$ cat src/rtl/timer_scheduler_4ch_pkg.sv
// Shared constants, state encoding and helpers for the four-channel timer scheduler.
package timer_scheduler_4ch_pkg;

  localparam int SCHED_NUM_REQ     = 4;
  localparam int SCHED_TIMER_WIDTH = 16;

  // One-hot so busy can be decoded from a single state bit without glitches.
  typedef enum logic [3:0] {
    S_IDLE  = 4'b0001,
    S_CLEAR = 4'b0010,
    S_RUN   = 4'b0100,
    S_DONE  = 4'b1000
  } state_t;

  function automatic logic [3:0] onehot4(input logic [1:0] idx);
    onehot4 = 4'b0001 << idx;
  endfunction

endpackage

$ cat src/rtl/timer_scheduler_4ch_if.sv
// Requester-side bundle of the timer scheduler: requests, final values, grant/done/busy.
interface timer_scheduler_4ch_if;
  import timer_scheduler_4ch_pkg::*;

  logic [SCHED_NUM_REQ-1:0]                   req;
  logic [SCHED_NUM_REQ*SCHED_TIMER_WIDTH-1:0] req_final_value;
  logic [SCHED_NUM_REQ-1:0]                   grant;
  logic [SCHED_NUM_REQ-1:0]                   done;
  logic                                       busy;

  modport master (
    output req,
    output req_final_value,
    input  grant,
    input  done,
    input  busy
  );

  modport slave (
    input  req,
    input  req_final_value,
    output grant,
    output done,
    output busy
  );

endinterface

$ cat src/rtl/timer_scheduler_4ch_timer.sv
// Up-counting delay timer: synchronous active-low clear, counts while active, done on equality.
module timer_16bit #(
  parameter int WIDTH = 16
) (
  input  logic             clock,
  input  logic             resetn,
  input  logic             clear_n,
  input  logic             active,
  input  logic [WIDTH-1:0] final_value,
  output logic             done
);

  logic [WIDTH-1:0] count_reg;

  always_ff @(posedge clock or negedge resetn) begin
    if (!resetn) begin
      count_reg <= '0;
    end else if (!clear_n) begin
      count_reg <= '0;
    end else if (active) begin
      count_reg <= count_reg + 1'b1;
    end
  end

  // Equality exit means the count never reaches its wrap point in use.
  assign done = active && (count_reg == final_value);

endmodule

$ cat src/rtl/timer_scheduler_4ch.sv
// Round-robin scheduler sharing one delay timer among four requesters.
module timer_scheduler_4ch
  import timer_scheduler_4ch_pkg::*;
#(
  parameter int NUM_REQ     = SCHED_NUM_REQ,
  parameter int TIMER_WIDTH = SCHED_TIMER_WIDTH
) (
  input  logic                  clock,
  input  logic                  resetn,
  timer_scheduler_4ch_if.slave  bus
);

  state_t                 state_reg, state_next;
  logic [1:0]             rr_ptr_reg;
  logic [1:0]             owner_reg;
  logic [NUM_REQ-1:0]     grant_reg;
  logic [NUM_REQ-1:0]     done_reg;
  logic [TIMER_WIDTH-1:0] final_reg;

  logic [TIMER_WIDTH-1:0] final_slice [NUM_REQ];
  logic [1:0]             winner;
  logic                   cancel;
  logic                   timer_clear_n;
  logic                   timer_active;
  logic                   timer_done;

  for (genvar gi = 0; gi < NUM_REQ; gi++) begin : g_slice
    assign final_slice[gi] = bus.req_final_value[gi*TIMER_WIDTH +: TIMER_WIDTH];
  end

  // First set bit at or after ptr, wrapping; the smallest offset is assigned last and wins.
  function automatic logic [1:0] rr_pick(input logic [3:0] r, input logic [1:0] ptr);
    logic [1:0] idx;
    rr_pick = ptr;
    for (int k = 3; k >= 0; k--) begin
      idx = ptr + 2'(k);
      if (r[idx]) begin
        rr_pick = idx;
      end
    end
  endfunction

  assign winner = rr_pick(bus.req, rr_ptr_reg);

  always_comb begin
    state_next    = state_reg;
    cancel        = 1'b0;
    timer_clear_n = 1'b1;
    timer_active  = 1'b0;
    case (state_reg)
      S_IDLE: begin
        timer_clear_n = 1'b0;
        if (|bus.req) begin
          state_next = S_CLEAR;
        end
      end
      S_CLEAR: begin
        timer_clear_n = 1'b0;
        if (!bus.req[owner_reg]) begin
          cancel     = 1'b1;
          state_next = S_IDLE;
        end else begin
          state_next = S_RUN;
        end
      end
      S_RUN: begin
        timer_active = 1'b1;
        if (!bus.req[owner_reg]) begin
          cancel        = 1'b1;
          timer_clear_n = 1'b0;
          state_next    = S_IDLE;
        end else if (timer_done) begin
          state_next = S_DONE;
        end
      end
      S_DONE: begin
        state_next = S_IDLE;
      end
      default: begin
        state_next = S_IDLE;
      end
    endcase
  end

  always_ff @(posedge clock or negedge resetn) begin
    if (!resetn) begin
      state_reg  <= S_IDLE;
      rr_ptr_reg <= 2'd0;
      owner_reg  <= 2'd0;
      grant_reg  <= '0;
      done_reg   <= '0;
      final_reg  <= '0;
    end else begin
      state_reg <= state_next;
      if (state_reg == S_IDLE && state_next == S_CLEAR) begin
        owner_reg <= winner;
        grant_reg <= onehot4(winner);
        final_reg <= final_slice[winner];
      end
      if (cancel || state_reg == S_DONE) begin
        grant_reg  <= '0;
        rr_ptr_reg <= owner_reg + 2'd1;
      end
      // Pulse lands exactly in the DONE cycle because it is registered on entry.
      done_reg <= (state_next == S_DONE) ? grant_reg : '0;
    end
  end

  timer_16bit #(
    .WIDTH (TIMER_WIDTH)
  ) u_timer (
    .clock       (clock),
    .resetn      (resetn),
    .clear_n     (timer_clear_n),
    .active      (timer_active),
    .final_value (final_reg),
    .done        (timer_done)
  );

  assign bus.grant = grant_reg;
  assign bus.done  = done_reg;
  assign bus.busy  = (state_reg != S_IDLE);

endmodule

$ cat src/flat_wrapper.sv
// flat-port wrapper written by rule: the top's interface ports become plain ports
module timer_scheduler_4ch_flat import timer_scheduler_4ch_pkg::*;
#(
  parameter int NUM_REQ     = SCHED_NUM_REQ,
  parameter int TIMER_WIDTH = SCHED_TIMER_WIDTH
)
  (clock, resetn, bus_req, bus_req_final_value, bus_grant, bus_done, bus_busy);
  timer_scheduler_4ch_if bus_i ();
  input  logic clock;
  input  logic resetn;
  input wire logic [$bits(bus_i.req)-1:0] bus_req;
  input wire logic [$bits(bus_i.req_final_value)-1:0] bus_req_final_value;
  output wire logic [$bits(bus_i.grant)-1:0] bus_grant;
  output wire logic [$bits(bus_i.done)-1:0] bus_done;
  output wire logic [$bits(bus_i.busy)-1:0] bus_busy;
  assign bus_i.req = bus_req;
  assign bus_i.req_final_value = bus_req_final_value;
  assign bus_grant = bus_i.grant;
  assign bus_done = bus_i.done;
  assign bus_busy = bus_i.busy;
  timer_scheduler_4ch #(.NUM_REQ(NUM_REQ), .TIMER_WIDTH(TIMER_WIDTH)) u_core (.clock(clock), .resetn(resetn), .bus(bus_i));
endmodule
$ cat config.mk
export PLATFORM = sky130hd
export DESIGN_NAME = timer_scheduler_4ch_flat
export DESIGN_NICKNAME = d
export VERILOG_FILES = /design/src/rtl/timer_scheduler_4ch_pkg.sv /design/src/rtl/timer_scheduler_4ch_if.sv /design/src/rtl/timer_scheduler_4ch_timer.sv /design/src/rtl/timer_scheduler_4ch.sv /design/src/flat_wrapper.sv
export SDC_FILE = /design/constraint.sdc
export NUM_CORES = 1
export LEC_CHECK = 0
export ABC_CLOCK_PERIOD_IN_PS = 3050
export BUFFER_PORTS_ARGS = -buffer_cell sky130_fd_sc_hd__buf_2
export CAP_MARGIN = 0
export CORE_UTILIZATION = 25
export CTS_BUF_LIST = sky130_fd_sc_hd__clkbuf_4 sky130_fd_sc_hd__clkbuf_8 sky130_fd_sc_hd__clkbuf_16
export CTS_CLUSTER_SIZE = 24
export DETAILED_ROUTE_END_ITERATION = 8
export MAX_ROUTING_LAYER = met4
export SYNTH_ARGS = -nofsm -noshare
export SYNTH_HDL_FRONTEND = slang
export SYNTH_HIERARCHICAL = 1
export SYNTH_SLANG_ARGS = --single-unit
export TNS_END_PERCENT = 20
$ cat constraint.sdc
create_clock -name clock -period 3.05 [get_ports clock]
set_input_delay 0 -clock clock [delete_from_list [all_inputs] [get_ports clock]]
set_output_delay 0 -clock clock [all_outputs]
set_load 0.03 [all_outputs]
Word level (Yosys, flattened, before mapping)
Cells that the tools add are included.
Widths: inputs -> output; s select.
Word-level totals
  bits in registers: 48
  bits of input ports: 70
  output and inout port bits: 9
Cells by class
  add/sub/neg operators: 5
  magnitude comparators: 6
  equality and inequality tests: 9
  shift-type cells: 1
  mux-type cells: 32
  bitwise gates (word level): 1
  reduce and logical (&&, ||, !) cells: 7
Operators with widths (count)
  $mux 16: 4
  $bmux 16 s2: 1
  $mux 4: 6
  $add 16x1->16 const B: 1
  $eq 16x16->1: 1
  $lt 2x3->1 const B: 5
  $pmux 4 s3: 1
  $bmux 1 s2: 5
  $mux 1: 9
  $eq 4x2->1 const B: 2
  $eq 4x4->1 const B: 2
  $mux 2: 4
  $add 2x1->2 const B: 2
  $add 2x2->2 const B: 2
  $eq 4x1->1 const B: 1
  $eq 4x3->1 const B: 1
  $ne 4x1->1 const B: 1
  $reduce_or 2->1: 2
  $reduce_or 4->1: 1
  $shl 1x2->4 const A: 1
  $ge 3x3->1 const B: 1
  $mux 3: 1
  $not 2->3: 1
  $logic_and 1x1->1: 2
  other kinds (4): 4

Depth between registers and ports, before layout
  depth in word-level cells: 11
  gate-level depth with buffers: 9
  mapped depth without buffers: 9

Modules after synthesis
The synthesis kept the hierarchy.
By module, submodules not included
  timer_scheduler_4ch: times used 1, cells an instance 207, area an instance 2004.4 µm², seq. area each 802.0 µm²
  timer_16bit: times used 1, cells an instance 102, area an instance 999.7 µm², seq. area each 400.4 µm²

Worst setup path before layout
OpenSTA, ideal clock, no wires.
  path kind: flip-flop to flip-flop
  start: register u_core.owner_reg[0]
  end: register u_core.u_timer.count_reg[14]
  arrival time: 2.669 ns
  required time: 2.972 ns
  setup slack: 0.303 ns
  stages on the path, launching flop included: 10
  path through: dfrtp_1 > mux4_2 > or3b_1 > a21oi_1 > a21oi_1 > or2_2 > nand2b_2 > nand4_4 > or4_1 > a21oi_1
On the way
  word-level cells in the longest chain between the ends: 5
RTL lines
  start, declared: RTL line timer_scheduler_4ch.sv:15  | logic [1:0] owner_reg;
  start signal, assigned: RTL line timer_scheduler_4ch.sv:96  | owner_reg <= winner;
  $bmux 1 s2 (*): RTL line timer_scheduler_4ch.sv:68  | if (!bus.req[owner_reg]) begin
  $mux 1 (implied by the code) (*): RTL line timer_scheduler_4ch.sv:68
  $mux 1 (*): RTL line timer_scheduler_4ch.sv:68
  $pmux 1 s2 (*): RTL line timer_scheduler_4ch.sv:50  | case (state_reg)
  net u_core.timer_clear_n: RTL line timer_scheduler_4ch.sv:23  | logic timer_clear_n;
  $ne 2x1->1 (no line) or $mux 16 (tied branches)
  end signal, assigned: RTL line timer_scheduler_4ch_timer.sv:21  | count_reg <= count_reg + 1'b1;
  end, declared: RTL line timer_scheduler_4ch_timer.sv:13  | logic [WIDTH-1:0] count_reg;
The timed path passes the listed nets; every way through them passes the cells marked *. The select of a mux whose other input is x is not followed.
A chain may end at the register's enable or synchronous reset.

Worst setup path in the final report
  start: register u_core.rr_ptr_reg[1]
  end: register u_core.final_reg[4]
On the way
  word-level cells in the longest chain between the ends: 11
RTL lines
  start, declared: RTL line timer_scheduler_4ch.sv:14  | logic [1:0] rr_ptr_reg;
  start signal, assigned: RTL line timer_scheduler_4ch.sv:102  | rr_ptr_reg <= owner_reg + 2'd1;
  $add 2x2->2: RTL line timer_scheduler_4ch.sv:36  | idx = ptr + 2'(k);
  $bmux 1 s2: RTL line timer_scheduler_4ch.sv:37  | if (r[idx]) begin
  $mux 1 (implied by the code): RTL line timer_scheduler_4ch.sv:37
  $mux 2 (3 in series): RTL line timer_scheduler_4ch.sv:37
  $mux 2 (*): RTL line timer_scheduler_4ch.sv:37
  $not 2->3 (implied by the code) (*): RTL line timer_scheduler_4ch.sv:98  | final_reg <= final_slice[winner];
  $bmux 16 s2 (*): RTL line timer_scheduler_4ch.sv:98
  $mux 16 (implied by the code) (*) (2 in series): RTL line timer_scheduler_4ch.sv:98
  end signal, assigned: RTL line timer_scheduler_4ch.sv:98
  end, declared: RTL line timer_scheduler_4ch.sv:18  | logic [TIMER_WIDTH-1:0] final_reg;
Every way passes the cells marked *; elsewhere a longest branch is shown, timed or not. The select of a mux whose other input is x is not followed.

==> impl_metrics.ini <==
[routing]
wl_per_cell_um = 14.3
vias = 2741
drc = 1
ant_nets = 0
vias_per_cell = 4.96
drt_iter0_drc = 211
drtPass1Iterations = 6
drt_wl_total_um = 7890

[floorplanning]
die_x_um = 112
rows = 39
die_h_um = 112
dieArea_um2 = 12500
ios = 79
core_um2 = 11600
start_util = 0.260

[synthesis]
synth-async-reset-ratio = 1.00
syn_area_per_cell_um2 = 9.72
ys_seq_area_frac = 0.400
yosys_warnings = 6
syn-cell-area_um2 = 3000
synth_edf_count = 0
synth_cell_types = 65
syn_inst = 309
ys.flop_type = dfrtp_1
ys_ff_latch = 48
synth.net_count = 380

[clocking]
clk_pin_slew_ps = 70
tritoncts = yes
h-tree-depth = 2
numCtsBuffers = 5
clock_path_buffers = 2
worstSkewPairLatency_ps = 280
cts_root_buf = clkbuf_16
numClockSinks = 48

[pwr]
power.switching_mw = 1.27
ir_drop_mv = 0.279
swShare = 0.391
p_leak_nw = 1.70
combPwrFrac = 0.495
p_seq_frac = 0.318
clkPwrFrac = 0.187
internal_power_mw = 1.98
power.density_nw_per_um2 = 821

[global_route]
grt_max_degree = 49
grt_remaining_overflow = 0
grt_pass1_wl_um = 13400
antenna_found_initial = 0
grtUsageTotal = 0.138
grt_pass1_vias = 2749

[timing]
rsz0062_at_grt = no
skew_ps = 5.72
slew_headroom = 0.310
hold_violations = 1
fin_hold_ws_ps = -5.33
tns_ps = 0
clock.fmax_mhz = 346
setup-violations-final = 0
worst_pin_slew_ps = 1030
finalMaxSlewViolations = 0
min_period_ps = 2890
finalCritPeriodShare = 0.947

[layout]
num_antenna_cells = 0
regArea_um2 = 1200
nFillCells = 1154
multi_input_area_um2 = 1670
utilization = 0.343
drive_gt1_frac = 0.278
areaGrowthSynthToFinish_pct = 31.9
nNetsFinal = 480

[critical_path]
rr_worst_depth = 6
critPathCaptureType = register
worstPathRequired_ps = 3220
critical_path_class = reg -> reg
crit_arrival_ps = 3050
worstSetupStartpointType = register
crit_fanout = 17

[status]
violations = design-rule violations, negative hold slack
outcome = finished with violations

[placed_design]
dp_hpwl_um = 5770
gp_congestion = 0.864
io_buffers = 78

[hold_path]
hold_path.class = in -> reg
whs_path_depth = 3

[job]
drv_cap = 0
## placed cells by master (no fill, tap or decap), types with 13 or more instances in the layout
| master | instances |
|---|---|
| xnor2_1 | 14 |
| o211ai_1 | 14 |
| a22oi_1 | 13 |
| nand3_1 | 17 |
| dlygate4sd3_1 | 28 |
| buf_2 | 78 |
| mux2i_1 | 16 |
| nor2_1 | 20 |
| a21oi_1 | 20 |
| dfrtp_1 | 46 |
## Yosys cell counts, drive strengths merged (8+ instances only)
library cell  number  share of area
nand4             10          0.031
o21ai              8          0.013
nor2              20          0.025
dfrtp             47           0.39
inv                8          0.010
o211ai            14          0.035
buf               14          0.029
nand2             13          0.017
xor2              10          0.029
a21oi             21          0.039
xnor2             14          0.041
mux2i             16          0.053
a22oi             14          0.037
nand3             18          0.032
## cell type report
class	instances	share of cell area
Clock buffer	5	0.0316
Clock inverter	3	0.0107
Inverter	8	0.00758
Multi-Input combinational cell	234	0.421
Sequential cell	48	0.304
Tap cell	143	0.0452
Timing Repair Buffer	112	0.181
## power groups by stage
| stage | Combinational, mW | Sequential [mW] | Clock (mW) |
|---|---|---|---|
| 3_5_place_dp | 1.37 | 1.04 | 0 |
| 3_3_place_gp | 1.36 | 1.04 | 0 |
| 4_1_cts | 1.58 | 1.03 | 0.621 |
| 5_1_grt | 1.77 | 1.07 | 0.651 |
| 2_1_floorplan | 1.06 | 0.993 | 0 |
| 6_report | 1.61 | 1.03 | 0.608 |
## cell families (layout without fill, tap and decap cells)
logic type / count (synthesis) / in the layout / synth area share
AND/OR/NAND/NOR: 111 / 111 / 0.224
adder cells (fa/ha/maj): 1 / 1 / 0.00416
XOR/XNOR: 24 / 24 / 0.0700
flip-flops: 48 / 48 / 0.400
multiplexers: 18 / 18 / 0.0646
AO/OA/AOI/OAI: 80 / 80 / 0.191
buffers and inverters: 27 / 128 / 0.0466
## routing by layer
layer  vias to the layer above  wire length (um)  global-route usage
met5                         -                 0                   -
met4                         0                95              0.0405
met3                         5               281              0.0152
met2                        67              3860               0.227
li1                       1356                 -                   -
met1                      1313              3650               0.179
## path summary, 6_finish.rpt
check | start | end | slack (ps)
setup / recovery | u_core/rr_ptr_reg[1]$_DFFE_PN0N_ | u_core/final_reg[4]$_DFFE_PN0P_ | 160
setup reg to reg | u_core/rr_ptr_reg[1]$_DFFE_PN0N_ | u_core/final_reg[4]$_DFFE_PN0P_ | 160
max in group asynchronous | resetn | u_core/owner_reg[0]$_DFFE_PN0P_ | 1880
hold / removal | bus_req_final_value[26] | u_core/final_reg[10]$_DFFE_PN0P_ | -5
min in group asynchronous | resetn | u_core/bus.grant[3]$_DFFE_PN0P_ | 450
hold reg to reg | u_core/owner_reg[0]$_DFFE_PN0P_ | u_core/rr_ptr_reg[0]$_DFFE_PN0N_ | 520
## worst max-delay path, stage by stage (launching register included)
cell and delay (ps):
dfrtp_1 630, nand2_1 220, a31oi_1 330, nand3_2 510, mux2i_1 380, o211ai_1 110, dlygate4sd3_1 580
## stage by stage
stage | worst slack (ps) | cell area, um2 | cells | power [mW]
after detailed placement | 122 | 3490 | 515 | 2.41
final | 162 | 3960 | 553 | 3.25
after global placement | 180 | 3490 | 515 | 2.40
after floorplan | 303 | 3000 | 309 | 2.05
after global routing | 21.2 | 3960 | 553 | 3.49
after CTS | 96.2 | 3940 | 551 | 3.23
## what timing repair did
| action | 4_1_cts | 5_1_grt |
|---|---|---|
| endpoints found under the hold margin | 61 | 0 |
| setup buffers | 0 | 2 |
| hold buffers | 28 | 0 |
| endpoints found under the setup margin | 0 | 3 |
| gates resized for setup | 0 | 2 |
(Power assumes the default switching activity.)
